### src/rtl/dtc_sched_pkg.sv
// Shared types and helpers for the decision-tree classifier share scheduler.
//   sched_state_e : scheduler FSM states (IDLE, EVAL, HOLD)
//   FEAT_W_DEF / CLS_W_DEF : default feature / class widths
//   rr_pick()     : round-robin pick over up to RR_MAX requesters, searching
//                   from last+1 upward with wrap to 0
package dtc_sched_pkg;

  localparam int FEAT_W_DEF = 8;
  localparam int CLS_W_DEF  = 2;
  localparam int RR_MAX     = 16;

  typedef enum logic [1:0] {
    IDLE = 2'd0,
    EVAL = 2'd1,
    HOLD = 2'd2
  } sched_state_e;

  // Returns the first valid index after 'last' (mod n). Returns 0 when
  // nothing is valid; callers qualify the result with |valid.
  function automatic logic [3:0] rr_pick(input logic [RR_MAX-1:0] valid,
                                         input logic [3:0]        last,
                                         input int unsigned       n);
    logic [3:0]  pick;
    logic        found;
    int unsigned idx;
    pick  = 4'd0;
    found = 1'b0;
    for (int unsigned k = 1; k <= RR_MAX; k++) begin
      idx = (32'(last) + k) % n;
      if (!found && (k <= n) && valid[idx[3:0]]) begin
        pick  = idx[3:0];
        found = 1'b1;
      end
    end
    return pick;
  endfunction

endpackage

### src/rtl/dtc_rr_arbiter.sv
// Round-robin arbiter with its own last-granted pointer.
//   clk, rst   : clock, synchronous active-high reset (last -> NREQ-1)
//   req_valid  : per-requester valid
//   upd        : a grant was accepted this cycle; move last to the grant
//   grant_oh   : one-hot grant (zero when nothing is valid)
//   grant_idx  : binary index of the grant
module dtc_rr_arbiter
  import dtc_sched_pkg::*;
#(
  parameter int NREQ = 4,
  parameter int ID_W = (NREQ > 1) ? $clog2(NREQ) : 1
) (
  input  logic            clk,
  input  logic            rst,
  input  logic [NREQ-1:0] req_valid,
  input  logic            upd,
  output logic [NREQ-1:0] grant_oh,
  output logic [ID_W-1:0] grant_idx
);

  logic [ID_W-1:0] last_q, last_d;
  logic [3:0]      pick;

  always_comb begin
    pick                = rr_pick(16'(req_valid), 4'(last_q), NREQ);
    grant_idx           = pick[ID_W-1:0];
    grant_oh            = '0;
    grant_oh[grant_idx] = |req_valid;
    // Pointer moves only on an accepted grant, so a requester that drops
    // out before being served does not disturb the rotation.
    last_d              = upd ? grant_idx : last_q;
  end

  always_ff @(posedge clk) begin
    if (rst) last_q <= ID_W'(NREQ - 1);
    else     last_q <= last_d;
  end

endmodule

### src/rtl/dtc_share_sched.sv
// Time-shares one external combinational decision-tree classifier between
// NREQ requesters. The winning feature vector is registered onto cls_feat,
// the class is captured one cycle later, and {class, id} is returned on a
// valid/ready result stream.
//   clk, rst             : clock, synchronous active-high reset
//   req_valid/req_ready  : per-requester handshake (req_ready one-hot or 0)
//   req_feat             : packed features, requester i at [i*FEAT_W +: FEAT_W]
//   cls_feat / cls_class : to / from the classifier
//   res_valid/res_ready  : result handshake; res_class, res_id payload
//   stat_clr / stat_cnt  : per-class result counters, only when the macro
//                          DTC_SCHED_STATS_EN is defined
module dtc_share_sched
  import dtc_sched_pkg::*;
#(
  parameter  int NREQ   = 4,
  parameter  int FEAT_W = FEAT_W_DEF,
  parameter  int CLS_W  = CLS_W_DEF,
  parameter  int CNT_W  = 16,
  localparam int ID_W   = (NREQ > 1) ? $clog2(NREQ) : 1
) (
  input  logic                     clk,
  input  logic                     rst,
  input  logic [NREQ-1:0]          req_valid,
  output logic [NREQ-1:0]          req_ready,
  input  logic [NREQ*FEAT_W-1:0]   req_feat,
  output logic [FEAT_W-1:0]        cls_feat,
  input  logic [CLS_W-1:0]         cls_class,
  output logic                     res_valid,
  input  logic                     res_ready,
  output logic [CLS_W-1:0]         res_class,
  output logic [ID_W-1:0]          res_id
`ifdef DTC_SCHED_STATS_EN
  ,
  input  logic                     stat_clr,
  output logic [(1<<CLS_W)*CNT_W-1:0] stat_cnt
`endif
);

  sched_state_e                   state_q, state_d;
  logic [FEAT_W-1:0]              cls_feat_q, cls_feat_d;
  logic [ID_W-1:0]                id_q, id_d;
  logic [ID_W-1:0]                res_id_q, res_id_d;
  logic [CLS_W-1:0]               res_class_q, res_class_d;
  logic                           res_valid_q, res_valid_d;
  logic [NREQ-1:0]                gnt_oh;
  logic [ID_W-1:0]                gnt_idx;
  logic [NREQ-1:0][FEAT_W-1:0]    feat_arr;
  logic                           accept_ok, accept;

  assign feat_arr  = req_feat;
  // A new request may enter while idle, or in the same cycle the held
  // result leaves, which gives one result every two cycles at peak.
  assign accept_ok = (state_q == IDLE) | ((state_q == HOLD) & res_ready);
  assign accept    = accept_ok & (|req_valid);
  assign req_ready = gnt_oh & {NREQ{accept}};

  dtc_rr_arbiter #(.NREQ(NREQ), .ID_W(ID_W)) u_arb (
    .clk       (clk),
    .rst       (rst),
    .req_valid (req_valid),
    .upd       (accept),
    .grant_oh  (gnt_oh),
    .grant_idx (gnt_idx)
  );

  always_comb begin
    state_d     = state_q;
    cls_feat_d  = cls_feat_q;
    id_d        = id_q;
    res_id_d    = res_id_q;
    res_class_d = res_class_q;
    res_valid_d = res_valid_q;
    if (accept) begin
      cls_feat_d = feat_arr[gnt_idx];
      id_d       = gnt_idx;
    end
    case (state_q)
      IDLE: if (accept) state_d = EVAL;
      EVAL: begin
        // cls_feat settled during this cycle; capture the classifier output.
        res_class_d = cls_class;
        res_id_d    = id_q;
        res_valid_d = 1'b1;
        state_d     = HOLD;
      end
      HOLD: if (res_ready) begin
        res_valid_d = 1'b0;
        state_d     = accept ? EVAL : IDLE;
      end
      default: state_d = IDLE;
    endcase
  end

  always_ff @(posedge clk) begin
    if (rst) begin
      state_q     <= IDLE;
      cls_feat_q  <= '0;
      id_q        <= '0;
      res_id_q    <= '0;
      res_class_q <= '0;
      res_valid_q <= 1'b0;
    end else begin
      state_q     <= state_d;
      cls_feat_q  <= cls_feat_d;
      id_q        <= id_d;
      res_id_q    <= res_id_d;
      res_class_q <= res_class_d;
      res_valid_q <= res_valid_d;
    end
  end

  assign cls_feat  = cls_feat_q;
  assign res_valid = res_valid_q;
  assign res_class = res_class_q;
  assign res_id    = res_id_q;

`ifdef DTC_SCHED_STATS_EN
  localparam int NCLS = 1 << CLS_W;
  logic [NCLS-1:0][CNT_W-1:0] cnt_q, cnt_d;

  always_comb begin
    cnt_d = cnt_q;
    // Clear has priority over a coincident result handshake.
    if (stat_clr)
      cnt_d = '0;
    else if (res_valid_q && res_ready && !(&cnt_q[res_class_q]))
      cnt_d[res_class_q] = cnt_q[res_class_q] + CNT_W'(1);
  end

  always_ff @(posedge clk) begin
    if (rst) cnt_q <= '0;
    else     cnt_q <= cnt_d;
  end

  assign stat_cnt = cnt_q;
`else
  logic [CNT_W-1:0] unused_cnt_w;
  assign unused_cnt_w = '0;
`endif

endmodule

### config.mk
export PLATFORM = sky130hd
export DESIGN_NAME = dtc_share_sched
export DESIGN_NICKNAME = d
export VERILOG_FILES = /design/src/rtl/dtc_sched_pkg.sv /design/src/rtl/dtc_rr_arbiter.sv /design/src/rtl/dtc_share_sched.sv
export SDC_FILE = /design/constraint.sdc
export NUM_CORES = 1
export LEC_CHECK = 0
export BUFFER_PORTS_ARGS = -buffer_cell sky130_fd_sc_hd__buf_4
export CELL_PAD_IN_SITES_DETAIL_PLACEMENT = 0
export CELL_PAD_IN_SITES_GLOBAL_PLACEMENT = 1
export CORE_MARGIN = 8
export CORE_UTILIZATION = 30
export CTS_CLUSTER_DIAMETER = 30
export DETAILED_ROUTE_END_ITERATION = 7
export PLACE_DENSITY = 0.83
export REMOVE_ABC_BUFFERS = 1
export SYNTH_ARGS = -nofsm -noshare
export SYNTH_HDL_FRONTEND = slang
export SYNTH_SLANG_ARGS = --single-unit
### constraint.sdc
create_clock -name clk -period 1.84 [get_ports clk]
set_input_delay 0.368 -clock clk [delete_from_list [all_inputs] [get_ports clk]]
set_output_delay 0.368 -clock clk [all_outputs]
set_load 0.02 [all_outputs]
==> impl_metrics.ini, run 1 <==
[synthesis]
netlist_instances = 110
async_reset_ff_share_pct = 0
ys_seq_area_share_pct = 37.3
synth_cell_types = 31
synth-simple-area-share_pct = 22.8
yosys_register_bits = 19
synthTopCellsByArea = dfxtp_1, mux2i_1, nor2_1, o221ai_1, nand2_1
yosys.area_share.adder_pct = 0
synth_edf_count = 0
synth_compound_area_share_pct = 12.5
synth_ff_type = dfxtp_1
avgSynthCellArea_sq_um = 9.28
syn_area_sq_mm = 0.00102
synthXorXnorAreaFrac_pct = 0
yosys-top-cells-count = mux2i_1, dfxtp_1, nor2_1
yosysMostFrequentCell = mux2i_1
ys.warnings.count = 0
synth.mux.area_fraction_pct = 22.9
yosys.area.top_type_share_pct = 37.3
synth_top_family_by_area = multiplexers
yosysTopAreaCell = dfxtp_1

[critical_path]
critPathMaxStageDelay_ns = 0.37
cp_top_family = compound AO/OA/AOI/OAI gates
r2r_cells = 5
cp.arrival_ns = 1.56
cp_max_fo = 4
r2r_start = state_q[1]
crit_type = flip-flop to output port
cp_slowest_cell = dfxtp_4
rr_endpoint = cls_feat[1]
path_cells = inv_2 -> a221o_1 -> a21oi_4 -> nor3b_4 -> buf_6
r2r_setup_slack_ns = 0.08
crit_buf_inv = 2
startpoint_type = flip-flop
endpoint_kind = output port
worst_ep_required_time_ns = 1.47

[timing]
setup_ws_ns = -0.0878
drv_slew = 0
period_needed_ns = 1.93
slew_headroom_pct = 63.9
setup_viol = 4
timing.fmax_mhz = 519
rsz0062_at_grt = true
setup_tns_ns = -0.288
tightest_slew_ns = 0.540
finalHoldViolCount = 0
min_period_over_period_pct = 105
fin_skew_ns = 0.00377

[pwr]
vdd_drop_max_v = 0.000416
powerDensity_mw_per_mm2 = 768
p_leak_nw = 0.790

[cts]
tritoncts = built
cts_hold_buffers = 0
cts_root_buf = clkbuf_4
clockBufferDepth = 2
h-tree-depth = 1
numCtsBuffers = 3
clkTransAtPathRegs_ns = 0.10
clkLatencyLatePin_ns = 0.29
cts_sinks = 19

[cells_and_area]
nets = 221
final_cell_area_sq_mm = 0.00167
final_cells = 225
area_delta_synth_final_pct = 63.1
drive_gt1_share_pct = 49.7
n_antenna_cell = 0
final_util_pct = 50.3

[grt]
grt_max_degree = 17
groute.usage.overall_pct = 11.3
grt_pass1_wl_mm = 4.97
overflow = 0
antenna_found_initial = 0
grt_pass1_vias = 1111

[drt]
routedWlPerCell_microns = 13.7
drt_iter0_drc = 10
routed_wl_mm = 3.09
via_per_inst = 4.58
ant_nets = 0
drc_errors = 0
route.vias.total = 1030
dr.pass1.iters = 2

[floorplan]
core_area_sq_mm = 0.00331
dieArea_sq_mm = 0.00553
start_util_pct = 30.8
die_w_microns = 74.3
num_io_pins = 58
die_h_microns = 74.3
rows = 21

[place]
place_area_sq_mm = 0.00155
dp_cells = 217
hpwl_mm = 2.49
portBuffers = 57
gp_congestion = 0.746

[run_status]
status = finished with violations
violations = negative setup slack

[worst_hold_path]
holdCritStartpoint = cls_class[0]
hold_depth = 3
min_path_type = input pin to flip-flop
hold_path_end = res_class[0]

[flow_run]
maxCapViolations = 0
==> worst max-delay path by stage <==
stage                          from      endpoint  depth (start not counted)
detailed placement     req_valid[3]  req_ready[0]                          5
finish              u_arb.last_q[0]  req_ready[0]                          5
global placement       req_valid[2]   cls_feat[6]                          8
floorplan              req_valid[3]  req_ready[0]                          3
global route        u_arb.last_q[0]  req_ready[0]                          5
CTS                 u_arb.last_q[0]  req_ready[0]                          5
==> cell families (layout without fill, tap and decap cells) <==
family	after synthesis	after routing
simple gates	44	44
mux	23	23
buf+inv	8	77
flops	19	19
compound gates	16	16
==> area by class of cell <==
class	instances	area [sq um]
sequential	19	385
inverter	3	11.3
clock buffer	4	26.3
fill	341	1650
timing repair buffer	70	549
tap	46	57.6
multi-input combinational	83	636
==> tightest hold or removal path, cell delays in order <==
cell and delay (ns):
buf_4 0.08, mux2i_1 0.05, nor2_1 0.08
==> power breakdown <==
group          total (W)  switching, W  leakage [nW]  internal, W
Clock           0.000207      0.000123        0.0150    0.0000844
Sequential      0.000503     0.0000377         0.157     0.000465
Combinational   0.000569      0.000258         0.619     0.000311
==> registers in the layout (all words and copies together), names as in the netlist <==
signal / cells
cls_feat: 8
id_q: 2
res_class: 2
res_id: 2
state_q: 2
u_arb.last_q: 2
res_valid: 1
==> cells in the final DEF (no fill, tap or decap) <==
master	instances
nand2_1	9
nor2_1	13
nand3_1	1
a221o_1	1
a21oi_1	2
a211oi_2	1
o21ai_1	3
dfxtp_1	17
and2_1	1
o21a_1	1
mux2_2	3
inv_2	2
nor2b_1	2
o221ai_1	4
dfxtp_4	1
clkbuf_4	3
or3_1	1
nor3_2	2
dfxtp_2	1
nand3b_1	4
buf_12	1
mux2i_1	20
a21oi_4	1
o21ai_0	1
nand2b_4	1
nand2b_1	2
o221ai_2	1
buf_6	3
or3_4	1
nor3b_4	2
nor4_1	1
buf_4	66
inv_1	1
nor3b_1	1
o21bai_1	1
nor3_1	2
and3_1	1
clkbuf_1	1
==> stage by stage <==
| step | total power, W | hold slack [ns] | setup slack [ns] |
|---|---|---|---|
| 2_1_floorplan | 0.000776 | 0.430 | -0.284 |
| 3_3_place_gp | 0.00102 | 0.447 | 0.0441 |
| 3_5_place_dp | 0.00103 | 0.453 | 0.00223 |
| 4_1_cts | 0.00128 | 0.308 | -0.117 |
| 5_1_grt | 0.00135 | 0.311 | -0.169 |
| 6_report | 0.00128 | 0.316 | -0.0878 |
==> what timing repair did <==
action,4_1_cts,5_1_grt
pin swaps,2,6
setup buffers,4,1
gates cloned,0,0
resized for setup,10,4
endpoints found under the setup margin,4,7
==> per-layer routing <==
layer	part of all wire [%]	track usage, %	routed length, microns	vias to the layer above
met5	0	0	0	-
met3	9.3	4.58	289	2
met4	0.26	3.26	8	0
met1	43	13.1	1320	457
met2	48	18.7	1470	39
li1	-	-	-	532
Note: power is estimated with default switching activity, not from simulation.
==> run 2, diff against run 1 <==
Settings changed: TNS_END_PERCENT set to 20.
==> run 2 against run 1 <==
The flow still finishes with violations (negative setup slack). Combinational power decreased by 5.8%. Sequential share of layout area up 0.75 points. Non-clock buffer count is 3 lower. First-iteration DRC count fell by 60%. Power is 2.6% lower. Die area did not move. Setup slack worse by 0.0015 ns. Core utilization fell by 1.7 points. Sequential cell count unchanged. Largest cell class unchanged. Highest routed layer unchanged.
==> impl_metrics.ini, run 2 (synthesis gave the netlist of run 1 again) <==
[run_status]
status = finished with violations
violations = negative setup slack

[timing]
timing.hold.ws_ns = 0.317
tightest_slew_ns = 0.543
fin_skew_ns = 0.00115
drv_slew = 0
rsz0062_at_grt = true
finalHoldViolCount = 0
setup_ws_ns = -0.0893
timing.fmax_mhz = 518
setup_viol = 4
slew_headroom_pct = 63.8
min_period_over_period_pct = 105
period_needed_ns = 1.93

[floorplan]
die_h_microns = 74.3
dieArea_sq_mm = 0.00553
start_util_pct = 30.8
core_area_sq_mm = 0.00331
num_io_pins = 58
die_w_microns = 74.3
rows = 21

[grt]
grt_max_degree = 17
grt_pass1_vias = 1089
groute.usage.overall_pct = 10.9
antenna_found_initial = 0
grt_pass1_wl_mm = 4.82
overflow = 0

[cells_and_area]
drive_gt1_share_pct = 46.0
final_cells = 222
layout_commonest_cell = buf_4
n_antenna_cell = 0
area_delta_synth_final_pct = 57.5
largest_register_ff_count = 8
final_cell_mix = buf_4, mux2i_1, dfxtp_1
final_util_pct = 48.6
nets = 218

[critical_path]
cp_max_fo = 5
crit_type = flip-flop to output port
startpoint_type = flip-flop
endpoint_kind = output port
cp.depth = 5
r2r_start = state_q[1]
cp_slowest_cell = dfxtp_4
startpoint = u_arb.last_q[0]
cp_top_family = compound AO/OA/AOI/OAI gates
worst_ep_required_time_ns = 1.47
critPathMaxStageDelay_ns = 0.37
r2r_setup_slack_ns = 0.14
r2r_cells = 5
path_cells = inv_2 -> a221o_1 -> a21oi_4 -> nor3b_4 -> buf_6
cp.arrival_ns = 1.56
crit_buf_inv = 2

[drt]
ant_nets = 0
drt_iter0_drc = 4
via_per_inst = 4.58
drc_errors = 0
routedWlPerCell_microns = 13.5
routed_wl_mm = 2.99
dr.pass1.iters = 4
route.vias.total = 1016

[pwr]
powerDensity_mw_per_mm2 = 775
p_leak_nw = 0.757
vdd_drop_max_v = 0.000414
power_w = 0.00125

[cts]
clkTransAtPathRegs_ns = 0.10
cts_root_buf = clkbuf_4
tritoncts = built
numCtsBuffers = 3
cts_hold_buffers = 0
cts_sinks = 19
clkLatencyLatePin_ns = 0.29
h-tree-depth = 1
clockBufferDepth = 2

[flow_run]
maxCapViolations = 0

[worst_hold_path]
hold_depth = 3
min_path_type = input pin to flip-flop
holdCritStartpoint = cls_class[0]

[place]
dpl_worst_slack_ns = 0.00223
dp_cells = 217
hpwl_mm = 2.49
gp_congestion = 0.746
portBuffers = 57
[run 2: layout make-up]
cell class	count	area, sq um
multi-input cells	83	606
inverters	3	11.3
flip-flops and latches	19	384
clock buffers	4	26.3
fillers	348	1700
repair buffers	67	523
well taps	46	57.6
[run 2: report_power, final]
part	total (W)	switching, W	internal (W)
logic	0.000536	0.000246	0.000290
clock network	0.000208	0.000123	0.0000844
registers	0.000501	0.0000365	0.000465
[run 2: final timing paths]
path                       end
setup reg to reg   cls_feat[1]
setup / recovery  req_ready[0]
hold / removal    res_class[0]
hold reg to reg        id_q[1]
[run 2: timing repair]
action	4_1_cts	5_1_grt
pin swaps	2	1
setup endpoints to repair	4	4
gates resized for setup	4	3
buffers inserted	1	0
[run 2: metrics by stage]
stage	TNS, ns	area [sq um]
detailed placement	0	1550
CTS	-0.393	1600
global route	-0.567	1610
floorplan	-0.628	986
finish	-0.248	1610
global placement	0	1550
[run 2: worst reg2reg max path, cell delays in order, from the launching register on]
cell and delay (ns):
dfxtp_1 0.34, nor2b_1 0.15, or3_1 0.38, buf_4 0.19, or3_4 0.36, o221ai_1 0.20
[run 2: per-layer routing]
layer  vias to the layer above  wire, microns  track usage [%]
li1                        526              -                -
met1                       447           1270             12.6
met2                        39           1420             18.1
met3                         4            286             4.18
met4                         0             17             3.26
met5                         -              0                0
==> run 3, diff against run 2 <==
Settings changed: SETUP_SLACK_MARGIN set to 0.5.
Clock period 1.84 ns to 2 ns, I/O delays scaled along.
==> run 3 against run 2 <==
The run now ends clean. Combinational power shrank 9.3%. Hold slack gained 0.032 ns. Critical path depth is the same. Highest routed layer is now met3.
==> impl_metrics.ini, run 3 (synthesis gave the netlist of run 1 again) <==
[run_status]
status = finished clean

[critical_path]
cp_slowest_cell = dfxtp_2
cp_max_fo = 5
startpoint_type = flip-flop
path_cells = inv_2 -> a221o_1 -> a21oi_4 -> nor3b_2 -> buf_4
r2r_setup_slack_ns = 0.26
cp.arrival_ns = 1.57
crit_type = flip-flop to output port
critPathMaxStageDelay_ns = 0.38
r2r_start = u_arb.last_q[0]
endpoint_kind = output port
worst_ep_required_time_ns = 1.60
startpoint = u_arb.last_q[0]

[timing]
fin_skew_ns = 0.0102
setup_viol = 0
rsz0062_at_grt = true
period_needed_ns = 1.97
timing.hold.ws_ns = 0.349
tightest_slew_ns = 0.569
drv_slew = 0
setup_tns_ns = 0
finalHoldViolCount = 0
timing.fmax_mhz = 508
slew_headroom_pct = 62.0
min_period_over_period_pct = 98.5

[drt]
dr.pass1.iters = 4
via_per_inst = 4.57
drc_errors = 0
route.vias.total = 991
routed_wl_mm = 3.03
routedWlPerCell_microns = 14.0
ant_nets = 0
drt_iter0_drc = 33

[pwr]
p_leak_nw = 0.744
internal_power_w = 0.000759
swShare_pct = 33.3
p_clk_share_pct = 16.8
powerDensity_mw_per_mm2 = 709
vdd_drop_max_v = 0.000364
sequentialPowerShare_pct = 40.4
p_switching_w = 0.000379
combPwrFrac_pct = 42.7

[floorplan]
rows = 21
num_io_pins = 58
die_w_microns = 74.3
die_h_microns = 74.3
core_area_sq_mm = 0.00331
dieArea_sq_mm = 0.00553
start_util_pct = 30.8

[cts]
numCtsBuffers = 3
cts_root_buf = clkbuf_4
clkTransAtPathRegs_ns = 0.11
clockBufferDepth = 2
cts_hold_buffers = 0
tritoncts = built
clkLatencyLatePin_ns = 0.30
h-tree-depth = 1
cts_sinks = 19

[cells_and_area]
n_antenna_cell = 0
multi_input_area_sq_um = 643
seqCellArea_sq_um = 383
final_util_pct = 48.5
drive_gt1_share_pct = 49.1
final_cells = 217
fill_cells = 328
nets = 213
largest_register_ff_count = 8
final_cell_area_sq_mm = 0.00160
layout_commonest_cell = buf_4
area_delta_synth_final_pct = 57.1
final_cell_mix = buf_4, mux2i_1, dfxtp_1

[grt]
groute.usage.overall_pct = 10.9
grt_pass1_vias = 1098
grt_max_degree = 17
antenna_found_initial = 0
grt_pass1_wl_mm = 4.82
overflow = 0

[place]
gp_congestion = 0.765
portBuffers = 57
dp_cells = 212
hpwl_mm = 2.46
place_area_sq_mm = 0.00150

[worst_hold_path]
min_path_type = input pin to flip-flop
holdCritStartpoint = cls_class[0]

[flow_run]
maxCapViolations = 0
[run 3: cell count changes in the layout (fill, tap and decap cells not counted), sizes merged]
cell    before  now
buf         67   62
clkinv       0    1
clkbuf       4    3
[run 3: per-stage QoR]
step                      setup WS, ns  total power [W]
after floorplan                 -0.188         0.000714
after global placement           0.120         0.000905
after detailed placement        0.0754         0.000916
after CTS                      0.00892          0.00112
after global routing           -0.0349          0.00120
final                           0.0300          0.00114
[run 3: worst max-delay path: cells and delay by family, from the launching register on]
| family | cells | cell delay, ns |
|---|---|---|
| buffers and inverters | 2 | 0.19 |
| and+or+nand+nor | 1 | 0.19 |
| AOI/OAI and AO/OA | 2 | 0.51 |
| DFF | 1 | 0.38 |
[run 3: area by class of cell]
cell class	count	area share [%]
sequential	19	23.9
multi-input combinational	83	40.1
clock buffer	3	1.40
inverter	3	0.702
timing repair buffer	62	30.0
tap	46	3.59
clock inverter	1	0.312
[run 3: path summary, 6_finish.rpt]
| path | depth (start not counted) | end |
|---|---|---|
| max reg2reg | 7 | cls_feat[5] |
| min reg2reg | 2 | id_q[1] |
| max | 5 | req_ready[0] |
| min | 3 | res_class[0] |
[run 3: metal layers]
layer / wire length [microns] / track usage (%)
met2: 1430 / 18.2
met3: 298 / 4.04
met1: 1300 / 12.5
met4: 0 / 3.26
met5: 0 / 0
[run 3: power groups by stage]
stage          combinational (W)  sequential, W  clock, W
3_5_place_dp            0.000450       0.000466         0
3_3_place_gp            0.000440       0.000465         0
5_1_grt                 0.000524       0.000468  0.000211
2_1_floorplan           0.000212       0.000502         0
6_report                0.000486       0.000460  0.000191
4_1_cts                 0.000461       0.000459  0.000202
[run 3: repair_timing]
item | CTS | global route
resized for setup | 4 | 12
endpoints found under the setup margin | 14 | 14
hold endpoints to repair | 0 | 0
pin swaps | 0 | 4
buffers inserted | 0 | 1
